File: config.mk
export PLATFORM = sky130hd
export DESIGN_NAME = sbox5_mont_sequencer
export DESIGN_NICKNAME = d
export VERILOG_FILES = /design/src/rtl/sbox5_mont_sequencer.sv
export SDC_FILE = /design/constraint.sdc
export NUM_CORES = 2
export LEC_CHECK = 0
export BUFFER_PORTS_ARGS = -buffer_cell sky130_fd_sc_hd__buf_2
export CAP_MARGIN = 0
export CORE_AREA = 2 2 498 500
export CTS_BUF_LIST = sky130_fd_sc_hd__clkbuf_8 sky130_fd_sc_hd__clkbuf_16
export CTS_CLUSTER_DIAMETER = 40
export DETAILED_ROUTE_END_ITERATION = 7
export DIE_AREA = 0 0 500 502
export GPL_TIMING_DRIVEN = 0
export MAX_ROUTING_LAYER = met4
export REMOVE_ABC_BUFFERS = 1
export SETUP_SLACK_MARGIN = 0.3
export SLEW_MARGIN = 20
export SYNTH_ARGS = -nofsm -noshare
export SYNTH_HDL_FRONTEND = slang
export SYNTH_SLANG_ARGS = --single-unit
File: constraint.sdc
create_clock -name clk -period 2.6 [get_ports clk]
set_clock_uncertainty 0.2 [all_clocks]
set_input_delay 0.26 -clock clk [delete_from_list [all_inputs] [get_ports clk]]
set_output_delay 0.26 -clock clk [all_outputs]
set_load 0.05 [all_outputs]
File: src/rtl/sbox5_mont_sequencer.sv
// sbox5_mont_sequencer: Poseidon S-box x^5 over the BLS12-381 scalar field.
// Drives one external Montgomery multiplier through three products:
// x2 = x*x, x4 = x2*x2, x5 = x4*x. Values stay in the Montgomery domain.
// Every output is decoded from the state register, so nothing combinational
// runs from an upstream/downstream valid or ready to an output.
module sbox5_mont_sequencer #(
   parameter int                    DATA_WIDTH = 255,
   parameter logic [DATA_WIDTH-1:0] MODULUS    =
      255'h73eda753299d7d483339d80809a1d80553bda402fffe5bfeffffffff00000001
) (
   input  logic                  clk,
   input  logic                  rst,
   input  logic                  in_valid_i,
   output logic                  in_ready_o,
   input  logic [DATA_WIDTH-1:0] in_data_i,
   output logic                  mul_valid_o,
   input  logic                  mul_ready_i,
   output logic [DATA_WIDTH-1:0] mul_op1_o,
   output logic [DATA_WIDTH-1:0] mul_op2_o,
   input  logic                  mul_res_valid_i,
   output logic                  mul_res_ready_o,
   input  logic [DATA_WIDTH-1:0] mul_res_i,
   output logic                  out_valid_o,
   input  logic                  out_ready_i,
   output logic [DATA_WIDTH-1:0] out_data_o,
   output logic                  busy_o
);

   localparam logic [2:0] IDLE      = 3'd0;
   localparam logic [2:0] ISSUE_SQ1 = 3'd1;
   localparam logic [2:0] WAIT_SQ1  = 3'd2;
   localparam logic [2:0] ISSUE_SQ2 = 3'd3;
   localparam logic [2:0] WAIT_SQ2  = 3'd4;
   localparam logic [2:0] ISSUE_MUL = 3'd5;
   localparam logic [2:0] WAIT_MUL  = 3'd6;
   localparam logic [2:0] OUT       = 3'd7;

   logic [2:0]            state;
   logic [DATA_WIDTH-1:0] x_r;    // input element, held until the final product returns
   logic [DATA_WIDTH-1:0] acc_r;  // running power: x^2, then x^4

   logic in_fire, mul_fire, res_fire, out_fire;

   assign in_fire  = in_valid_i && in_ready_o;
   assign mul_fire = mul_valid_o && mul_ready_i;
   assign res_fire = mul_res_valid_i && mul_res_ready_o;
   assign out_fire = out_valid_o && out_ready_i;

   // State sequencing and operand/result capture; reset abandons any element in flight.
   always_ff @(posedge clk) begin
      if (!rst) begin
         state      <= IDLE;
         x_r        <= '0;
         acc_r      <= '0;
         out_data_o <= '0;
      end else begin
         case (state)
            IDLE:      if (in_fire) begin
                          x_r   <= in_data_i;
                          state <= ISSUE_SQ1;
                       end
            ISSUE_SQ1: if (mul_fire) state <= WAIT_SQ1;
            WAIT_SQ1:  if (res_fire) begin
                          acc_r <= mul_res_i;
                          state <= ISSUE_SQ2;
                       end
            ISSUE_SQ2: if (mul_fire) state <= WAIT_SQ2;
            WAIT_SQ2:  if (res_fire) begin
                          acc_r <= mul_res_i;
                          state <= ISSUE_MUL;
                       end
            ISSUE_MUL: if (mul_fire) state <= WAIT_MUL;
            WAIT_MUL:  if (res_fire) begin
                          out_data_o <= mul_res_i;
                          state      <= OUT;
                       end
            OUT:       if (out_fire) state <= IDLE;
            default:   state <= IDLE;
         endcase
      end
   end

   // Handshake outputs and operand mux, decoded purely from state.
   // in_ready_o is also gated by rst so nothing is accepted while reset is held.
   always_comb begin
      in_ready_o      = rst && (state == IDLE);
      mul_valid_o     = (state == ISSUE_SQ1) || (state == ISSUE_SQ2) || (state == ISSUE_MUL);
      mul_res_ready_o = (state == WAIT_SQ1) || (state == WAIT_SQ2) || (state == WAIT_MUL);
      out_valid_o     = (state == OUT);
      busy_o          = (state != IDLE);
      mul_op1_o       = (state == ISSUE_SQ1) ? x_r : acc_r;
      mul_op2_o       = ((state == ISSUE_SQ1) || (state == ISSUE_MUL)) ? x_r : acc_r;
   end

   // Sanity: inputs arrive reduced, and the multiplier never sees an issue and a wait together.
   always_ff @(posedge clk) begin
      if (rst && in_fire) assert (in_data_i < MODULUS);
      if (rst) assert (!(mul_valid_o && mul_res_ready_o));
   end

endmodule

==> flow_metrics.tcl <==
set metrics [dict create \
    area_growth_pct 91.3 \
    slew-limit-headroom_pct 53.1 \
    p_total_mw 44.5 \
    powerDensity_nw_per_um2 646 \
    cap_violations 0 \
    cp_data_arrival_time_ns 3.29 \
    failed_checks "setup timing" \
    cp_cell_sequence "inv_4, nor3_4, buf_12, buf_12, buf_12, buf_12, buf_12, buf_12, buf_12, buf_12, buf_12, buf_12, buf_12, mux2_4, buf_8" \
    cts.htree.levels 4 \
    ys_seq_area_share_pct 42.8 \
    grt_max_degree 128 \
    worstMarginPinSlew_ns 0.700 \
    grt.overflow.total 0 \
    crit_type "flip-flop to primary output" \
    nNetsFinal 6830 \
    clk_pin_slew_ns 0.05 \
    grt_usage_pct 17.1 \
    start_kind "flip-flop" \
    layout_commonest_cell "buf_2" \
    fillers 24500 \
    rsz0062_at_grt "yes" \
    cts_buffer_depth 3 \
    numCtsBuffers 165 \
    setup-violations-final 962 \
    finalCritPeriodShare_pct 144 \
    dr.pass1.iters 6 \
    power.leakage_nw 31.0 \
    multi_input_area_um2 18800 \
    drive_gt1_share_pct 39.3 \
    path_max_fanout 7 \
    netlist_area_um2 36000 \
    drc 0 \
    final_cell_mix "buf_2 (1020), dlygate4sd3_1 (826), dfxtp_1 (765), nand2_1 (754), a21boi_0 (388)" \
    final-hold-violation-count 0 \
    ys_ff_latch 768 \
    num_rows 182 \
    antenna_found_initial 83 \
    drtIter0Drc 3832 \
    required_ns 2.14 \
    slowest_stage "dfxtp_4" \
    setup_ws_ns -1.15 \
    register_area_um2 15400 \
    synth_xor_area_share_pct 0.0487 \
    core-area_um2 245000 \
    die_x_um 500 \
    synthSimpleGateAreaFrac_pct 11.9 \
    ant_nets 0 \
    utilization_pct 28.0 \
    synth_top_family_by_area "multiplexers" \
    netlist_instances 3948 \
    io_buffers 1285 \
    ys_warn_count 0 \
    drt_wl_total_um 240000 \
    synthMuxAreaShare_pct 23.1 \
    critPathMaxStageDelay_ns 0.37 \
    grt_first_pass_wirelength_um 302000 \
    initial_core_util_pct 14.7 \
    hp-class "primary input to flip-flop" \
    min_period_ns 3.75 \
    clk_root_buffer_cell "clkbuf_16" \
    avgSynthCellArea_um2 9.11 \
    hpwlAfterDp_um 148000 \
    max_freq_mhz 267 \
    die_h_um 502 \
    clk_latency_ns 0.79 \
    wire_per_inst_um 24.6 \
    vdd_drop_max_v 0.000560 \
    vias_per_cell 4.38 \
    synthAdderAreaFrac_pct 0 \
    cts_tree "built" \
    crit_top_cell "buf_12" \
    synth_compound_area_share_pct 14.3 \
    status "complete, but fails checks" \
    cp-end-kind "primary output" \
    drv_slew 0 \
    io_pins 1286 \
    gp_congestion 0.859 \
    vias 42600 \
    synth_cell_types 31 \
    dieArea_um2 251000 \
    clkSinkCount 768 \
    grt_pass1_vias 41200 \
]
-- through the flow --
step	TNS, ns	setup WS (ns)	area [µm²]	hold slack (ns)	instances
3_3_place_gp	-	-21.66	44600	0.239	8110
4_1_cts	-556.94	-1.20	64700	0.00110	9465
3_5_place_dp	-866.86	-1.87	47000	0.243	8233
6_report	-569.96	-1.15	68800	0.0513	9732
2_1_floorplan	-	-11.45	34100	0.174	3605
5_1_grt	-618.46	-1.25	68700	0.0511	9725
-- layer usage --
| layer | routed length [µm] | vias to the layer above | track usage, % | share of wire (%) |
|---|---|---|---|---|
| met4 | 20000 | 0 | 11.9 | 8.4 |
| met5 | 0 | - | - | 0 |
| met1 | 90500 | 20500 | 19.3 | 38 |
| met2 | 104000 | 2987 | 25.4 | 43 |
| met3 | 24900 | 940 | 5.70 | 10 |
| li1 | - | 18200 | - | - |
-- cells in the mapped netlist --
cell | count | area (µm²)
a21boi_0 | 399 | 3000
a21boi_1 | 112 | 841
a21oi_1 | 1 | 5.00
a31oi_1 | 1 | 6.26
and3_1 | 1 | 6.26
and4b_1 | 1 | 10.0
buf_2 | 131 | 656
buf_4 | 50 | 375
buf_6 | 28 | 315
clkbuf_1 | 134 | 503
dfxtp_1 | 768 | 15400
inv_1 | 256 | 961
inv_2 | 1 | 3.75
mux2_1 | 92 | 1040
mux2_2 | 418 | 4710
mux2i_1 | 257 | 2570
nand2_1 | 769 | 2890
nand2b_1 | 1 | 6.26
nand3_1 | 256 | 1280
nand4_1 | 1 | 6.26
nand4b_1 | 1 | 8.76
nor2_1 | 3 | 11.3
nor2b_1 | 4 | 25.0
nor3_2 | 1 | 10.0
nor4b_4 | 1 | 23.8
o2111ai_1 | 1 | 8.76
o21ai_0 | 256 | 1280
o311ai_0 | 1 | 8.76
o31ai_1 | 1 | 7.51
xnor2_1 | 1 | 8.76
xor2_1 | 1 | 8.76
-- registers in the layout, summed over array words and instances (netlist names) --
| register | flops |
|---|---|
| state | 3 |
| acc_r | 255 |
| x_r | 255 |
| out_data_o | 255 |
-- critical path, delay by kind of cell (launching register included) --
family | cells | cell delay, ns
DFF | 1 | 0.37
and+or+nand+nor | 1 | 0.21
buffers and inverters | 13 | 1.54
muxes | 1 | 0.35
-- layout make-up --
class	count	share of cell area (%)
inverter	257	1.41
multi-input combinational	2582	27.3
tap	3220	5.86
antenna	59	0.215
sequential	768	22.4
timing repair buffer	2540	34.4
clock buffer	186	6.44
clock inverter	120	2.03
-- power by group --
part,internal [mW],leakage [nW],switching (mW)
sequential,12.3,6.24,0.478
combinational,4.33,21.9,5.07
clock,14.0,2.86,8.28
-- path summary, 6_finish.rpt --
path | startpoint | endpoint | slack, ns | cells after the start
setup / recovery | state[0]$_SDFFE_PN0P_ | mul_op1_o[5] | -1.15 | 15
hold / removal | mul_res_valid_i | out_data_o[3]$_SDFFE_PN0P_ | 0.05 | 6
hold reg to reg | out_data_o[254]$_SDFFE_PN0P_ | out_data_o[254]$_SDFFE_PN0P_ | 0.25 | 2
setup reg to reg | state[0]$_SDFFE_PN0P_ | x_r[181]$_SDFFE_PN0P_ | -0.79 | 11
-- logic make-up after synthesis --
family          count (synthesis)
compound gates                772
xor+xnor                        2
buf+inv                       600
flops                         768
mux                           767
simple gates                 1039
-- timing repair --
| action | 4_1_cts | 5_1_grt |
|---|---|---|
| endpoints found under the setup margin | 1228 | 1178 |
| gates cloned | 19 | 41 |
| setup buffers | 76 | 166 |
| pin swaps | 1 | 19 |
| endpoints found under the hold margin | 768 | 1 |
| resized for setup | 670 | 585 |
| hold buffers | 831 | 1 |
No activity file was read; power rests on OpenSTA's default activity.
